**config.mk**
```make
export PLATFORM = sky130hd
export DESIGN_NAME = fraction_part
export DESIGN_NICKNAME = d
export VERILOG_FILES = /design/src/rtl/fraction_part.sv
export SDC_FILE = /design/constraint.sdc
export NUM_CORES = 1
export LEC_CHECK = 0
export CORE_UTILIZATION = 55
export DETAILED_ROUTE_END_ITERATION = 6
export DONT_BUFFER_PORTS = 1
export PLACE_DENSITY = 0.7
export REMOVE_ABC_BUFFERS = 1
export SKIP_CTS_REPAIR_TIMING = 1
export SYNTH_ARGS = -nofsm -noshare
export SYNTH_HDL_FRONTEND = slang
export SYNTH_SLANG_ARGS = --single-unit
```
**constraint.sdc**
```tcl
create_clock -name clk -period 5.2 [get_ports clk]
set_input_delay 1.3 -clock clk [delete_from_list [all_inputs] [get_ports clk]]
set_output_delay 1.3 -clock clk [all_outputs]
set_load 0.1 [all_outputs]
```
**src/rtl/fraction_part.sv**
```systemverilog
// Pipelined IEEE-754 fractional-part extractor, c = a - trunc(a) with the sign of a kept.
// Optional macro FRACTION_PART_FLAGS_EN adds a registered is_integer output aligned with c.
module fraction_part #(
    parameter int    BITS      = 16,
    parameter string PRECISION = "HALF"
) (
    input  logic            clk,
    input  logic            rstn,
    input  logic            in_valid,
    input  logic [BITS-1:0] a,
    output logic            out_valid,
    output logic [BITS-1:0] c
`ifdef FRACTION_PART_FLAGS_EN
    ,
    output logic            is_integer
`endif
);

    localparam bit IS_SINGLE = (PRECISION == "SINGLE");
    localparam int EW        = IS_SINGLE ? 8 : 5;
    localparam int MW        = IS_SINGLE ? 23 : 10;
    localparam int BIAS      = IS_SINGLE ? 127 : 15;
    localparam int LZW       = $clog2(MW + 1);
    localparam int XW        = EW + 2;
    localparam logic [BITS-1:0] QNAN = {1'b0, {EW{1'b1}}, 1'b1, {(MW-1){1'b0}}};

    generate
        if (!((PRECISION == "HALF" && BITS == 16) || (PRECISION == "SINGLE" && BITS == 32))) begin : g_bad_cfg
            $error("fraction_part: unsupported PRECISION/BITS pairing");
        end
    endgenerate

    typedef enum logic [2:0] {
        CL_ZERO, CL_SUB, CL_NAN, CL_INF, CL_SMALL, CL_BIG, CL_MID
    } class_e;

    // ---------------- S1: unpack and classify ----------------
    logic [EW-1:0]        exp_w;
    logic [MW-1:0]        man_w;
    logic signed [XW-1:0] unb_w;
    class_e               cls_d;
    logic [MW-1:0]        frac_d;

    assign exp_w = a[MW +: EW];
    assign man_w = a[MW-1:0];
    assign unb_w = signed'(XW'(exp_w)) - signed'(XW'(BIAS));

    // NOTE: every always_comb output gets a default first so no path can infer a latch.
    always_comb begin
        cls_d  = CL_MID;
        frac_d = '0;
        if (exp_w == '0)
            cls_d = (man_w == '0) ? CL_ZERO : CL_SUB;
        else if (&exp_w)
            cls_d = (man_w == '0) ? CL_INF : CL_NAN;
        else if (unb_w < 0)
            cls_d = CL_SMALL;
        else if (unb_w >= signed'(XW'(MW)))
            cls_d = CL_BIG;
        else
            // Implicit 1 and the top E mantissa bits are the integer part.
            frac_d = man_w & ({MW{1'b1}} >> unb_w[LZW-1:0]);
    end

    logic            s1_valid_q;
    logic [BITS-1:0] s1_a_q;
    class_e          s1_cls_q;
    logic [LZW-1:0]  s1_e_q;
    logic [MW-1:0]   s1_frac_q;

    // ---------------- S2: leading-zero count ----------------
    logic [LZW-1:0] lz_d;
    logic           fz_d;

    always_comb begin
        lz_d = LZW'(MW);
        for (int i = 0; i < MW; i++)
            if (s1_frac_q[i]) lz_d = LZW'(MW - 1 - i);
    end
    assign fz_d = (s1_frac_q == '0);

    logic            s2_valid_q;
    logic [BITS-1:0] s2_a_q;
    class_e          s2_cls_q;
    logic [LZW-1:0]  s2_e_q;
    logic [MW-1:0]   s2_frac_q;
    logic [LZW-1:0]  s2_lz_q;
    logic            s2_fz_q;

    // ---------------- S3: assemble result ----------------
    logic [MW-1:0]   mant_w;
    logic [EW-1:0]   rexp_w;
    logic [BITS-1:0] result_d;
    logic [BITS-1:0] szero_w;

    // Value is frac * 2^(E-MW); the leading one sits at 2^(E-lz-1), always a normal number.
    assign mant_w  = s2_frac_q << (s2_lz_q + LZW'(1));
    assign rexp_w  = EW'(BIAS) + EW'(s2_e_q) - EW'(s2_lz_q) - EW'(1);
    assign szero_w = {s2_a_q[BITS-1], {(BITS-1){1'b0}}};

    always_comb begin
        result_d = '0;
        case (s2_cls_q)
            CL_ZERO, CL_SUB, CL_SMALL: result_d = s2_a_q;
            CL_INF, CL_BIG:            result_d = szero_w;
            CL_NAN:                    result_d = QNAN;
            CL_MID:                    result_d = s2_fz_q ? szero_w
                                                          : {s2_a_q[BITS-1], rexp_w, mant_w};
            default:                   result_d = '0;
        endcase
    end

`ifdef FRACTION_PART_FLAGS_EN
    logic isint_d;
    logic is_integer_q;
    assign isint_d = (s2_cls_q == CL_ZERO) || (s2_cls_q == CL_INF) || (s2_cls_q == CL_BIG) ||
                     ((s2_cls_q == CL_MID) && s2_fz_q);
    assign is_integer = is_integer_q;
`endif

    logic            out_valid_q;
    logic [BITS-1:0] c_q;

    // ---------------- Registers ----------------
    always_ff @(posedge clk or negedge rstn) begin
        if (!rstn) begin
            s1_valid_q   <= 1'b0;
            s2_valid_q   <= 1'b0;
            out_valid_q  <= 1'b0;
            c_q          <= '0;
`ifdef FRACTION_PART_FLAGS_EN
            is_integer_q <= 1'b0;
`endif
        end else begin
            s1_valid_q  <= in_valid;
            s2_valid_q  <= s1_valid_q;
            out_valid_q <= s2_valid_q;
            if (s2_valid_q) begin
                c_q          <= result_d;
`ifdef FRACTION_PART_FLAGS_EN
                is_integer_q <= isint_d;
`endif
            end
        end
    end

    // NOTE: inner data registers carry no reset; their contents are ignored until the
    // matching valid bit, which is reset, marks them live.
    always_ff @(posedge clk) begin
        if (in_valid) begin
            s1_a_q    <= a;
            s1_cls_q  <= cls_d;
            s1_e_q    <= unb_w[LZW-1:0];
            s1_frac_q <= frac_d;
        end
        if (s1_valid_q) begin
            s2_a_q    <= s1_a_q;
            s2_cls_q  <= s1_cls_q;
            s2_e_q    <= s1_e_q;
            s2_frac_q <= s1_frac_q;
            s2_lz_q   <= lz_d;
            s2_fz_q   <= fz_d;
        end
    end

    assign out_valid = out_valid_q;
    assign c         = c_q;

endmodule

```
* Yosys cells after proc, flatten, opt, wreduce, memory -nomap -nowiden
Index checks and enable logic that the tools add are counted.
** Word-level totals
- Output and inout bits :: 17
- Input bits :: 19
- Logic and storage cells :: 61
- Register bits after elaboration :: 90
** Cells by class
- Magnitude comparators :: 2
- Reduce and logical (&&, ||, !) cells :: 11
- Muxes and demuxes :: 17
- Shifts and indexed selects :: 2
- Add/subtract/negate cells :: 5
- Bitwise operators :: 1
- Equal/unequal tests :: 6
** Operators with widths (count)
- $pmux 16 s4 :: 1
- $logic_not 10->1 :: 2
- $mux 3 :: 6
- $mux 15 :: 1
- $mux 2 :: 6
- $and 10x10->10 :: 1
- $shl 10x4->10 :: 1
- $shr 10x4->10 const A :: 1
- $eq 3x3->1 const B :: 3
- $reduce_or 4->1 :: 2
- $reduce_or 8->1 :: 1
- $eq 3x2->1 const B :: 2
- $ge 6x5->1 const B :: 1
- $lt 6x1->1 const B :: 1
- $sub 5x4->6 const B :: 1
- $add 4x4->5 const A :: 1
- $logic_not 5->1 :: 1
- $reduce_and 5->1 :: 1
- $sub 5x1->5 const B :: 1
- $sub 5x4->5 :: 1
- $add 4x1->4 const B :: 1
- $reduce_or 2->1 :: 2
- $eq 3x1->1 const B :: 1
- $logic_not 3->1 :: 1
- other kinds (2) :: 4

* Longest topological paths before layout
- Depth in word-level cells :: 9
- Depth in mapped cells :: 9
- Mapped depth without buffers :: 9

* Worst setup path after synthesis
Ideal clock, no wire load.
- Path kind :: input to register
- Start point :: input a[10]
- End point :: register s1_frac_q[8] (data pin)
- Stages on the path :: 6
- Data arrival time :: 2541 ps
- Path buffers :: 0
- Slack :: 2510 ps
- Required time :: 5051 ps
- Setup time :: 149 ps
- Cell sequence :: ha_1 and3_1 ha_1 nor4_4 nand2_1 nor3b_2
** On the way
- Longest elaborated chain between the ends :: 3
- Elaborated cells between the ends (all ways) :: 8
- Those cells by class :: add/sub: 1; order compare: 2; shift: 1; bitwise: 1; reduce/logical: 3
** Ends and longest elaborated chain
- start: declaration :: line 10 : input logic [BITS-1:0] a,
- $sub 5x4->6 :: line 46 : assign unb_w = signed'(XW'(exp_w)) - signed'(XW'(BIAS));
- $lt 6x1->1 (tied with other cells) :: line 56 : else if (unb_w < 0)
- $reduce_or 4->1 (no line) / $and 10x10->10 (equally long branches)
- end signal: assignment :: line 154 : s1_frac_q <= frac_d;
- end: declaration :: line 69 : logic [MW-1:0] s1_frac_q;
Parallel ways exist; a longest one is shown, timed or not.
A chain may end at the register's enable or synchronous reset.

* Worst setup path after layout
- Start point :: register c_q[8] (netlist: c[8])
- End point :: output c[8]
** RTL lines
- start: declaration :: line 122 : logic [BITS-1:0] c_q;
- start signal: assignment :: line 139 : c_q <= result_d;
- end: declaration :: line 12 : output logic [BITS-1:0] c
No word-level cell between the ends.

==> results.py <==
metrics = {
    "run_status": {
        "status": "completed",
    },
    "place": {
        "dp_slack_ps": 2320,
        "finalWeightedCongestion": 0.806,
        "place_hpwl_um": 4900,
        "dpl_cell_area_sq_mm": 0.00407,
        "port_buffers": 0,
    },
    "timing": {
        "maxSlewViolCount": 0,
        "finalCritPeriodShare_pct": 50.2,
        "fmax_mhz": 383,
        "worst_slack_ps": 2590,
        "fin_setup_tns_ps": 0,
        "finClkSkew_ps": 9.52,
        "hold_viol_final": 0,
        "period_needed_ps": 2610,
        "max_slew_margin_pct": 38.0,
        "worstMarginPinSlew_ps": 930,
        "setup_viol": 0,
        "rsz0062_at_grt": "no",
    },
    "grt": {
        "grt-busiest-layer": "met2",
        "grt_util_met1_pct": 26.7,
        "use_met2_pct": 30.7,
        "track_usage_pct": 20.0,
        "grt_use_met3_pct": 3.98,
        "antenna_found_initial": 0,
        "overflow": 0,
        "grt_max_degree": 40,
        "grt_pass1_vias": 2221,
        "grt_pass1_wl_um": 11000,
    },
    "synthesis": {
        "syn_inst": 287,
        "ys_seq_area_share_pct": 65.7,
        "synthArstFlopShare_pct": 21.1,
        "ys_ff_latch": 90,
        "yosysUniqueCellTypes": 46,
        "ys.flop_type": "edfxtp_1",
        "synth.avg_cell_area_sq_um": 13.8,
        "synth-edff-count": 71,
        "synth_area_sq_mm": 0.00397,
        "synth_warnings": 0,
    },
    "run": {
        "maxCapViolations": 0,
    },
    "die": {
        "coreArea_sq_mm": 0.00687,
        "start_util_pct": 57.8,
        "die-area_sq_mm": 0.00756,
        "dieHeight_um": 86.9,
        "placementRows": 30,
        "ios": 36,
        "die_w_um": 86.9,
    },
    "clock_network": {
        "clock_latency_ps": 350,
        "cts-buffers-inserted": 9,
        "path_clk_slew_ps": 90,
        "cts_root_buffer": "clkbuf_8",
        "cts_buffer_depth": 2,
        "htreeDepth": 3,
        "cts_sinks": 90,
        "cts_tree": "yes",
    },
    "worst_setup_path": {
        "startpoint_type": "register",
        "path_class": "reg -> out",
        "worstPathArrival_ps": 1310,
        "worstPathMaxFanout": 3,
        "rr_worst_depth": 6,
        "worstSetupPathDepth": 0,
        "critPathRequiredTime_ps": 3900,
        "end_kind": "output pin",
    },
    "worst_hold_path": {
        "hold_depth": 0,
        "min_path_type": "reg -> reg",
    },
    "pwr": {
        "p_leak_nw": 1.65,
        "power_frac_comb_pct": 9.7,
        "powerDensity_mw_per_mm2": 391,
        "power.total_mw": 1.67,
        "swShare_pct": 30.8,
        "power_switching_mw": 0.513,
        "intPower_mw": 1.15,
        "seqPwrFrac_pct": 61.7,
        "vdd_drop_max_v": 0.000184,
        "pwr-share-clk_pct": 28.5,
    },
    "route": {
        "ant_nets": 0,
        "num_vias": 2282,
        "drtPass1Iterations": 4,
        "viasPerCell": 5.79,
        "drc": 0,
        "wl_um": 6670,
        "avgRoutedWirePerCell_um": 16.9,
        "drt_iter0_markers": 111,
    },
    "final_layout": {
        "drive_above_1_share_pct": 9.40,
        "design_area_sq_mm": 0.00427,
        "n_fill_cell": 542,
        "area.growth.synth_to_final_pct": 7.54,
        "insertedDiodeCount": 0,
        "fin_nets": 328,
        "fin_util_pct": 62.1,
    },
}
## flip-flops by register name, summed over array words and instances (netlist names)
name	count
s1_cls_q	3
s2_a_q	16
s1_a_q	16
s1_frac_q	10
s2_lz_q	4
s2_cls_q	3
s1_e_q	4
s1_valid_q	1
s2_frac_q	10
s2_valid_q	1
s2_fz_q	1
out_valid	1
c	16
s2_e_q	4
## cell usage after synthesis (2+ instances only)
library cell  number  area share [%]
edfxtp_1          71              54
inv_1             24             2.3
dfrtp_1           19              12
nand2_1           16             1.5
o21ai_0           16             2.0
ha_1              15             4.7
a21oi_1           13             1.6
nor2_1            11             1.0
and3_1            10             1.6
nand3_1            9             1.1
a221o_1            7             1.8
mux2i_1            6             1.5
nand2b_1           6            0.95
nor3_1             6            0.76
and2_1             4            0.63
mux2_2             4             1.1
nor4_1             4            0.63
o2111ai_1          4            0.88
xnor2_1            4            0.88
clkbuf_1           3            0.28
a31oi_1            2            0.32
and3b_1            2            0.44
buf_2              2            0.25
mux4_2             2             1.1
nor2b_1            2            0.32
nor3b_1            2            0.38
nor3b_2            2            0.63
o31ai_1            2            0.38
xor2_1             2            0.44
## layer usage
layer	part of all wire (%)	up-vias	routed length [um]
met4	2.8	0	189
met5	0	-	0
met1	48	1107	3180
met3	3.7	16	250
li1	-	1090	-
met2	46	69	3050
## kinds of logic after synthesis
logic type	Yosys count	synth area share [%]
adder cells (fa/ha/maj)	16	5.23
multiplexers	12	3.78
AND/OR/NAND/NOR	78	11.4
XOR/XNOR	7	1.73
buffers and inverters	31	3.09
flip-flops	90	65.7
AO/OA/AOI/OAI	53	9.02
## per-stage QoR
step	hold WS, ps	instances
after detailed placement	405	378
final	416	394
after global placement	404	378
after CTS	421	394
after global routing	436	394
after floorplan	400	281
## cell type report
| cell class | count | area, sq um | share of cell area (%) |
|---|---|---|---|
| clock buffer | 10 | 128 | 2.99 |
| inverter | 25 | 93.8 | 2.20 |
| sequential | 90 | 2610 | 61.1 |
| tap | 96 | 120 | 2.82 |
| multi-input combinational | 166 | 1240 | 29.0 |
| timing repair buffer | 1 | 7.51 | 0.176 |
| clock inverter | 6 | 72.6 | 1.70 |
## cells in the final DEF (no fill, tap or decap), drive strengths merged, types with 5 or more instances in the layout
| cell type | n |
|---|---|
| nand3 | 9 |
| and3 | 10 |
| a21oi | 13 |
| nor4 | 5 |
| a221o | 7 |
| o21ai | 16 |
| dfrtp | 19 |
| xnor2 | 5 |
| nand2b | 6 |
| edfxtp | 71 |
| nor2 | 11 |
| nand2 | 16 |
| inv | 27 |
| nor3 | 6 |
| ha | 15 |
| clkbuf | 10 |
| mux2i | 6 |
## final timing paths
path	from	slack, ps	to
max	c[8]$_DFFE_PN0P_	2590	c[8]
min	s1_a_q[3]$_DFFE_PP_	420	s2_a_q[3]$_DFFE_PP_
max reg2reg	s2_lz_q[0]$_SDFFCE_PP0P_	2610	c[7]$_DFFE_PN0P_
min reg2reg	s1_a_q[3]$_DFFE_PP_	420	s2_a_q[3]$_DFFE_PP_
max in group asynchronous	rstn	4500	c[8]$_DFFE_PN0P_
min in group asynchronous	rstn	630	c[1]$_DFFE_PN0P_
## power groups by stage
stage,combinational [mW],clock [mW],sequential (mW)
5_1_grt,0.183,0.519,1.04
3_5_place_dp,0.161,0,1.05
2_1_floorplan,0.127,0,1.03
4_1_cts,0.163,0.486,1.03
6_report,0.162,0.476,1.03
3_3_place_gp,0.157,0,1.04
Power figures use the tool's default switching activity.
